### src/rtl/mem_arbiter.sv
// mem_arbiter: shares one single-port unified memory between instruction fetch
// (IF) and the MEM stage (DM). Serialises accesses, holds each access on the
// memory for MEM_LAT cycles, and reports completion and stalls to the pipeline.
//
// Optional feature: define MEM_ARB_RR_EN for round-robin tie-breaking between
// IF and DM. Default (undefined) is fixed DM priority.
//
// Ports:
//   clk, reset_n                    clock, synchronous active-low reset
//   if_req/if_addr                  fetch read request and address
//   if_done/if_rdata/if_stall       fetch completion pulse, fetched word, stall
//   dm_req/dm_we/dm_addr/dm_wdata   data load/store request
//   dm_done/dm_rdata/dm_stall       data completion pulse, load data, stall
//   mem_addr/mem_rd_wr/mem_op_en/mem_wr_data/mem_rd_data   memory macro port
//   busy                            arbiter is not idle
module mem_arbiter #(
  parameter int unsigned WD_SIZE = 32,
  parameter int unsigned ADDR_W  = 32,
  parameter int          MEM_LAT = 2
) (
  input  logic               clk,
  input  logic               reset_n,
  input  logic               if_req,
  input  logic [ADDR_W-1:0]  if_addr,
  output logic               if_done,
  output logic [WD_SIZE-1:0] if_rdata,
  output logic               if_stall,
  input  logic               dm_req,
  input  logic               dm_we,
  input  logic [ADDR_W-1:0]  dm_addr,
  input  logic [WD_SIZE-1:0] dm_wdata,
  output logic               dm_done,
  output logic [WD_SIZE-1:0] dm_rdata,
  output logic               dm_stall,
  output logic [ADDR_W-1:0]  mem_addr,
  output logic               mem_rd_wr,
  output logic               mem_op_en,
  output logic [WD_SIZE-1:0] mem_wr_data,
  input  logic [WD_SIZE-1:0] mem_rd_data,
  output logic               busy
);

  localparam int unsigned CNT_W = (MEM_LAT > 1) ? $clog2(MEM_LAT) : 1;

  localparam logic [1:0] IDLE   = 2'b00;
  localparam logic [1:0] ACCESS = 2'b01;
  localparam logic [1:0] DONE   = 2'b10;

  generate
    if (MEM_LAT < 1) begin : g_lat_check
      $error("mem_arbiter: MEM_LAT must be >= 1");
    end
  endgenerate

  logic [1:0]         state, state_nx;
  logic [CNT_W-1:0]   cnt, cnt_nx;
  logic               gnt_dm, gnt_dm_nx;
  logic               last_dm, last_dm_nx;
  logic [ADDR_W-1:0]  addr_q, addr_nx;
  logic               we_q, we_nx;
  logic [WD_SIZE-1:0] wdata_q, wdata_nx;
  logic [WD_SIZE-1:0] if_rdata_nx, dm_rdata_nx;
  logic               pick_dm;

  // Port selection when leaving IDLE; only meaningful when a request is pending.
`ifdef MEM_ARB_RR_EN
  assign pick_dm = dm_req & (~if_req | ~last_dm);
`else
  assign pick_dm = dm_req;
`endif

  // Stalls follow the live request so the stage freezes in the request cycle.
  assign if_stall = if_req & ~if_done;
  assign dm_stall = dm_req & ~dm_done;

  // Next-state and datapath-latch logic.
  always_comb begin
    state_nx    = state;
    cnt_nx      = cnt;
    gnt_dm_nx   = gnt_dm;
    last_dm_nx  = last_dm;
    addr_nx     = addr_q;
    we_nx       = we_q;
    wdata_nx    = wdata_q;
    if_rdata_nx = if_rdata;
    dm_rdata_nx = dm_rdata;
    case (state)
      IDLE: begin
        if (if_req | dm_req) begin
          gnt_dm_nx = pick_dm;
          addr_nx   = pick_dm ? dm_addr : if_addr;
          we_nx     = pick_dm & dm_we;
          wdata_nx  = pick_dm ? dm_wdata : '0;
          cnt_nx    = CNT_W'(MEM_LAT - 1);
          state_nx  = ACCESS;
        end
      end
      ACCESS: begin
        if (cnt != '0) begin
          cnt_nx = cnt - CNT_W'(1);
        end else begin
          // Only the last access cycle's read data is kept.
          if (gnt_dm) begin
            if (!we_q) dm_rdata_nx = mem_rd_data;
          end else begin
            if_rdata_nx = mem_rd_data;
          end
          state_nx = DONE;
        end
      end
      DONE: begin
        last_dm_nx = gnt_dm;
        state_nx   = IDLE;
      end
      default: state_nx = IDLE;
    endcase
  end

  // State, latches and registered outputs; outputs are decoded from next state
  // so they line up with the state they describe.
  always_ff @(posedge clk) begin
    if (!reset_n) begin
      state       <= IDLE;
      cnt         <= '0;
      gnt_dm      <= 1'b0;
      last_dm     <= 1'b0;
      addr_q      <= '0;
      we_q        <= 1'b0;
      wdata_q     <= '0;
      if_rdata    <= '0;
      dm_rdata    <= '0;
      if_done     <= 1'b0;
      dm_done     <= 1'b0;
      mem_addr    <= '0;
      mem_rd_wr   <= 1'b0;
      mem_op_en   <= 1'b0;
      mem_wr_data <= '0;
      busy        <= 1'b0;
    end else begin
      state       <= state_nx;
      cnt         <= cnt_nx;
      gnt_dm      <= gnt_dm_nx;
      last_dm     <= last_dm_nx;
      addr_q      <= addr_nx;
      we_q        <= we_nx;
      wdata_q     <= wdata_nx;
      if_rdata    <= if_rdata_nx;
      dm_rdata    <= dm_rdata_nx;
      if_done     <= (state_nx == DONE) & ~gnt_dm_nx;
      dm_done     <= (state_nx == DONE) & gnt_dm_nx;
      mem_op_en   <= (state_nx == ACCESS);
      mem_addr    <= (state_nx == ACCESS) ? addr_nx : '0;
      mem_rd_wr   <= (state_nx == ACCESS) & we_nx;
      mem_wr_data <= (state_nx == ACCESS) ? wdata_nx : '0;
      busy        <= (state_nx != IDLE);
    end
  end

endmodule

### config.mk
export PLATFORM = sky130hd
export DESIGN_NAME = mem_arbiter
export DESIGN_NICKNAME = d
export VERILOG_FILES = /design/src/rtl/mem_arbiter.sv
export SDC_FILE = /design/constraint.sdc
export NUM_CORES = 1
export LEC_CHECK = 0
export ABC_CLOCK_PERIOD_IN_PS = 2000
export BUFFER_PORTS_ARGS = -buffer_cell sky130_fd_sc_hd__buf_2
export CAP_MARGIN = 20
export CORE_ASPECT_RATIO = 2
export CORE_UTILIZATION = 50
export CTS_CLUSTER_SIZE = 8
export DETAILED_ROUTE_END_ITERATION = 6
export HOLD_SLACK_MARGIN = 0.12
export PLACE_DENSITY = 0.8
export SYNTH_ARGS = -nofsm -noshare
export SYNTH_HDL_FRONTEND = slang
export SYNTH_SLANG_ARGS = --single-unit
### constraint.sdc
create_clock -name clk -period 2 [get_ports clk]
set_clock_uncertainty 0.1 [all_clocks]
set_input_delay 0.1 -clock clk [delete_from_list [all_inputs] [get_ports clk]]
set_output_delay 0.1 -clock clk [all_outputs]
set_load 0.01 [all_outputs]
; Word-level counts from Yosys, hierarchy flattened
; Index checks and enable logic that the tools add are counted.
[totals]
word_cells = 56
rom_bits = 0
mem_count = 0
out_inout_bits = 135
register_bits = 202
ram_bits = 0
latchBits = 0
[classes]
shift = 0
mux = 16
n_lt_le_gt_ge = 0
n_div = 0
multipliers = 0
eq_ne = 4
n_bitwise = 13
reduce_logical = 7
addsub = 1
[op_table]
columns = op, n
row1 = $mux W32, 6
row2 = $and A1 B1 Y1, 6
row3 = $mux W1, 6
row4 = $not A1 Y1, 6
row5 = $eq A2 B1 Y1 const B, 2
row6 = $mux W2, 2
row7 = $pmux W2 S2, 1
row8 = $reduce_and A2 Y1, 2
row9 = $reduce_and A4 Y1, 1
row10 = $reduce_bool A2 Y1, 2
row11 = $reduce_and A3 Y1, 1
row12 = $eq A2 B2 Y1 const B, 1
row13 = $logic_not A2 Y1, 1
row14 = $ne A2 B2 Y1 const B, 1
row15 = $pmux W1 S2, 1
row16 = $or A1 B1 Y1, 1
row17 = $sub A1 B1 Y1 const B, 1

; Depth between registers and ports, before layout
[logic_depth]
ltp_word = 5
mapped_depth = 6
mapped_depth_nobuf = 3

; Worst setup path after synthesis
; Ideal clock, no wire load.
[synth_path]
kind = register to register
from = reg state[1]
to = reg addr_q[18]
path_stages_with_launch = 7
setup_slack_ns = 0.453
synth_period_minus_slack_ns = 1.547
t_arrival_ns = 1.320
n_path_buf = 3
cell_sequence = dfxtp_1 > buf_6 > or2_1 > buf_6 > buf_6 > a2111oi_4 > nor3b_1
[synth_between]
elab_chain_cells = 2
[synth_lines]
columns = item, line_no
row1 = from (decl), 55  ; logic [1:0] state, state_nx;
row2 = from (signal assigned), 140  ; state <= state_nx;
row3 = $logic_not A2 Y1, 87  ; case (state)
row4 = $mux W32, 87
row5 = to (signal assigned), 144  ; addr_q <= addr_nx;
row6 = to (decl), 59  ; logic [ADDR_W-1:0] addr_q, addr_nx;
; No other way between the ends.
; A chain may end at the register's enable or synchronous reset.

; Worst setup path after layout
[layout_path]
from = in dm_req
to = reg addr_q[14]
[layout_between]
elab_chain_cells = 3
[layout_lines]
columns = item, line_no
row1 = from (decl), 28  ; input logic dm_req,
row2 = $mux W32 or $or A1 B1 Y1 (tied branches), "91, 89"
row3 = $mux W32 (*), 89  ; if (if_req | dm_req) begin
row4 = $mux W32 (*), 87
; Every way passes the cells marked *; elsewhere a longest branch is shown, timed or not.

==> flow_metrics.tcl <==
set metrics [dict create \
    fin_area_um2 11500 \
    die_x_um 90.1 \
    die_y_um 178 \
    cap_viol_max_count 0 \
    grt_pass1_vias 7817 \
    ctsRootBufferMaster "clkbuf_16" \
    synth-edff-count 0 \
    hold_class "input port to register" \
    setup_viol 0 \
    end_kind "register" \
    fp-row-count 64 \
    synth_area_leaders "dfxtp_1, nand2_1, a2111oi_4" \
    tritoncts "done" \
    critPathMaxFanout 14 \
    wl_per_cell_um 18.1 \
    arrival_ns 2.27 \
    path_clk_slew_ns 0.05 \
    synth_top_area_share_pct 52.1 \
    htree_num_levels 1 \
    ys_seq_area_share_pct 52.1 \
    outcome "finished, final reports clean" \
    rsz0062_at_grt "true" \
    reg2reg_to "addr_q[15]" \
    ys.flop_type "dfxtp_1" \
    synth_seq_cells 202 \
    portBuffers 267 \
    fmax_mhz 508 \
    yosysTopAreaCell "dfxtp_1" \
    hold_viol 0 \
    netlist_area_um2 7760 \
    wirelength_mm 24.9 \
    cts_max_path_buffers 3 \
    timing.final.ws_setup_ns 0.0299 \
    p_leak_uw 0.00510 \
    ys_warn_count 0 \
    drive_gt1_share_pct 31.5 \
    required_ns 2.30 \
    drc 0 \
    grt-ovfl-total 0 \
    slew_violations 0 \
    gp_congestion 0.790 \
    synth_most_common_cell "dfxtp_1" \
    start_kind "input port" \
    initial_core_util_pct 51.0 \
    synth.top_cells.by_count "dfxtp_1, nand2_1, a21oi_1" \
    min_period_over_period_pct 98.5 \
    drt_iter0_markers 350 \
    tightest_slew_ns 0.756 \
    synth_cell_types 33 \
    grt_pass1_wl_mm 38.1 \
    async_reset_ff_share_pct 0 \
    core_area_um2 15200 \
    r2r_cells 4 \
    die_area_um2 16100 \
    grt_usage_pct 29.7 \
    vdd.ir_drop.worst_mv 0.841 \
    vias_per_cell 5.45 \
    firstDrtPassIters 7 \
    dp.cells 1198 \
    period_needed_ns 1.97 \
    rrSetupSlack_ns 0.06 \
    ant_nets 0 \
    clock_latency_ns 0.52 \
    placed_area_um2 9280 \
    synth_area_per_cell_um2 9.90 \
    grt_max_degree 198 \
    cts_made_buffers 29 \
    powerDensity_nw_per_um2 924 \
    r2r-start "state[0]" \
    crit_type "input port to register" \
    vias 7500 \
    synth_cells 784 \
    ios 268 \
    crit_start "dm_req" \
    antenna_found_initial 1 \
    dp_hpwl_mm 13.5 \
    syn_nets 917 \
    dp_slack_ns 0.246 \
    fin_util_pct 75.5 \
    clkSinkCount 202 \
    crit_end "addr_q[14]" \
    max-slew-margin-rel_pct 49.6 \
    area_growth_pct 47.9 \
    fin_cells 1377 \
    layout.nets 1310 \
    whs_ns 0.247 \
]
## how the worst min path moves through the flow
stage	cells after the start	from	slack, ns	end
after floorplan	2	mem_rd_data[0]	0.13	if_rdata[0]
after global placement	3	mem_rd_data[9]	0.23	if_rdata[9]
after detailed placement	3	mem_rd_data[17]	0.24	if_rdata[17]
after CTS	4	mem_rd_data[11]	0.23	if_rdata[11]
after global routing	4	mem_rd_data[17]	0.26	if_rdata[17]
final	4	mem_rd_data[11]	0.25	if_rdata[11]
## critical path, cell delays in order
cell	delay, ns
dlygate4sd3_1	0.55
buf_4	0.18
or2_2	0.38
buf_4	0.23
a21oi_1	0.18
nor3b_1	0.07
dlygate4sd3_1	0.58
## registers in the layout, indices dropped and copies added (netlist names), 2 cells and up
| name | flops |
|---|---|
| addr_q | 32 |
| dm_rdata | 32 |
| if_rdata | 32 |
| mem_addr | 32 |
| mem_wr_data | 32 |
| state | 2 |
| wdata_q | 32 |
## routing by layer
| metal | vias up | part of all wire, % | wire, µm | track usage [%] |
|---|---|---|---|---|
| met5 | - | 0 | 0 | 0 |
| met4 | 0 | 6.9 | 1710 | 20.8 |
| met3 | 127 | 6.1 | 1530 | 5.50 |
| met2 | 372 | 53 | 13300 | 55.9 |
| met1 | 3515 | 34 | 8400 | 28.8 |
| li1 | 3486 | - | - | - |
## metrics by stage
| stage | total power (µW) | TNS [ns] |
|---|---|---|
| 2_1_floorplan | 5550 | 0 |
| 6_report | 10600 | 0 |
| 5_1_grt | 11000 | -0.0464 |
| 4_1_cts | 10500 | 0 |
| 3_3_place_gp | 6120 | 0 |
| 3_5_place_dp | 6160 | 0 |
## power breakdown
group,leakage (µW),internal [µW],total [µW],switching [µW]
registers,0.00165,4360,4500,139
logic,0.00308,897,1950,1050
clock network,0.000366,2530,4150,1630
total,0.00510,7790,10600,2820
## logic make-up (layout without fill, tap and decap cells)
| kind of cell | after synthesis | count (layout) | share of synthesized area, % |
|---|---|---|---|
| AOI/OAI and AO/OA | 199 | 199 | 20.8 |
| other | 0 | 2 | 0 |
| DFF | 202 | 202 | 52.1 |
| buffers and inverters | 76 | 469 | 5.12 |
| muxes | 32 | 32 | 4.13 |
| and+or+nand+nor | 275 | 275 | 17.8 |
## what timing repair did
action | in CTS | in global routing
endpoints found under the setup margin | 0 | 3
setup buffers | 0 | 11
hold endpoints to repair | 197 | 0
hold buffers | 135 | 0
gates resized for setup | 0 | 5
## layout by cell type (no fill, tap or decap), drive strengths merged, types with 2 or more instances in the layout
cell / synthesis / final
buf: 37 / 298
a21oi: 66 / 66
diode: 0 / 2
inv: 5 / 6
a2111oi: 32 / 32
mux2i: 32 / 32
nor2b: 34 / 34
nand2: 132 / 132
o21ai: 66 / 66
nor2: 3 / 3
or2: 2 / 2
nand3: 32 / 32
nor3: 32 / 32
dfxtp: 202 / 202
nor3b: 34 / 34
clkbuf: 34 / 29
a21boi: 34 / 34
dlygate4sd3: 0 / 135
## final cells by class
class | count | area (µm²)
Tap cell | 198 | 248
Fill cell | 957 | 3730
Multi-Input combinational cell | 506 | 3360
Clock buffer | 29 | 726
Sequential cell | 202 | 4050
Inverter | 5 | 18.8
Clock inverter | 2 | 17.5
Timing Repair Buffer | 433 | 3060
Antenna cell | 2 | 5.00
Note: power is estimated with default switching activity, not from simulation.
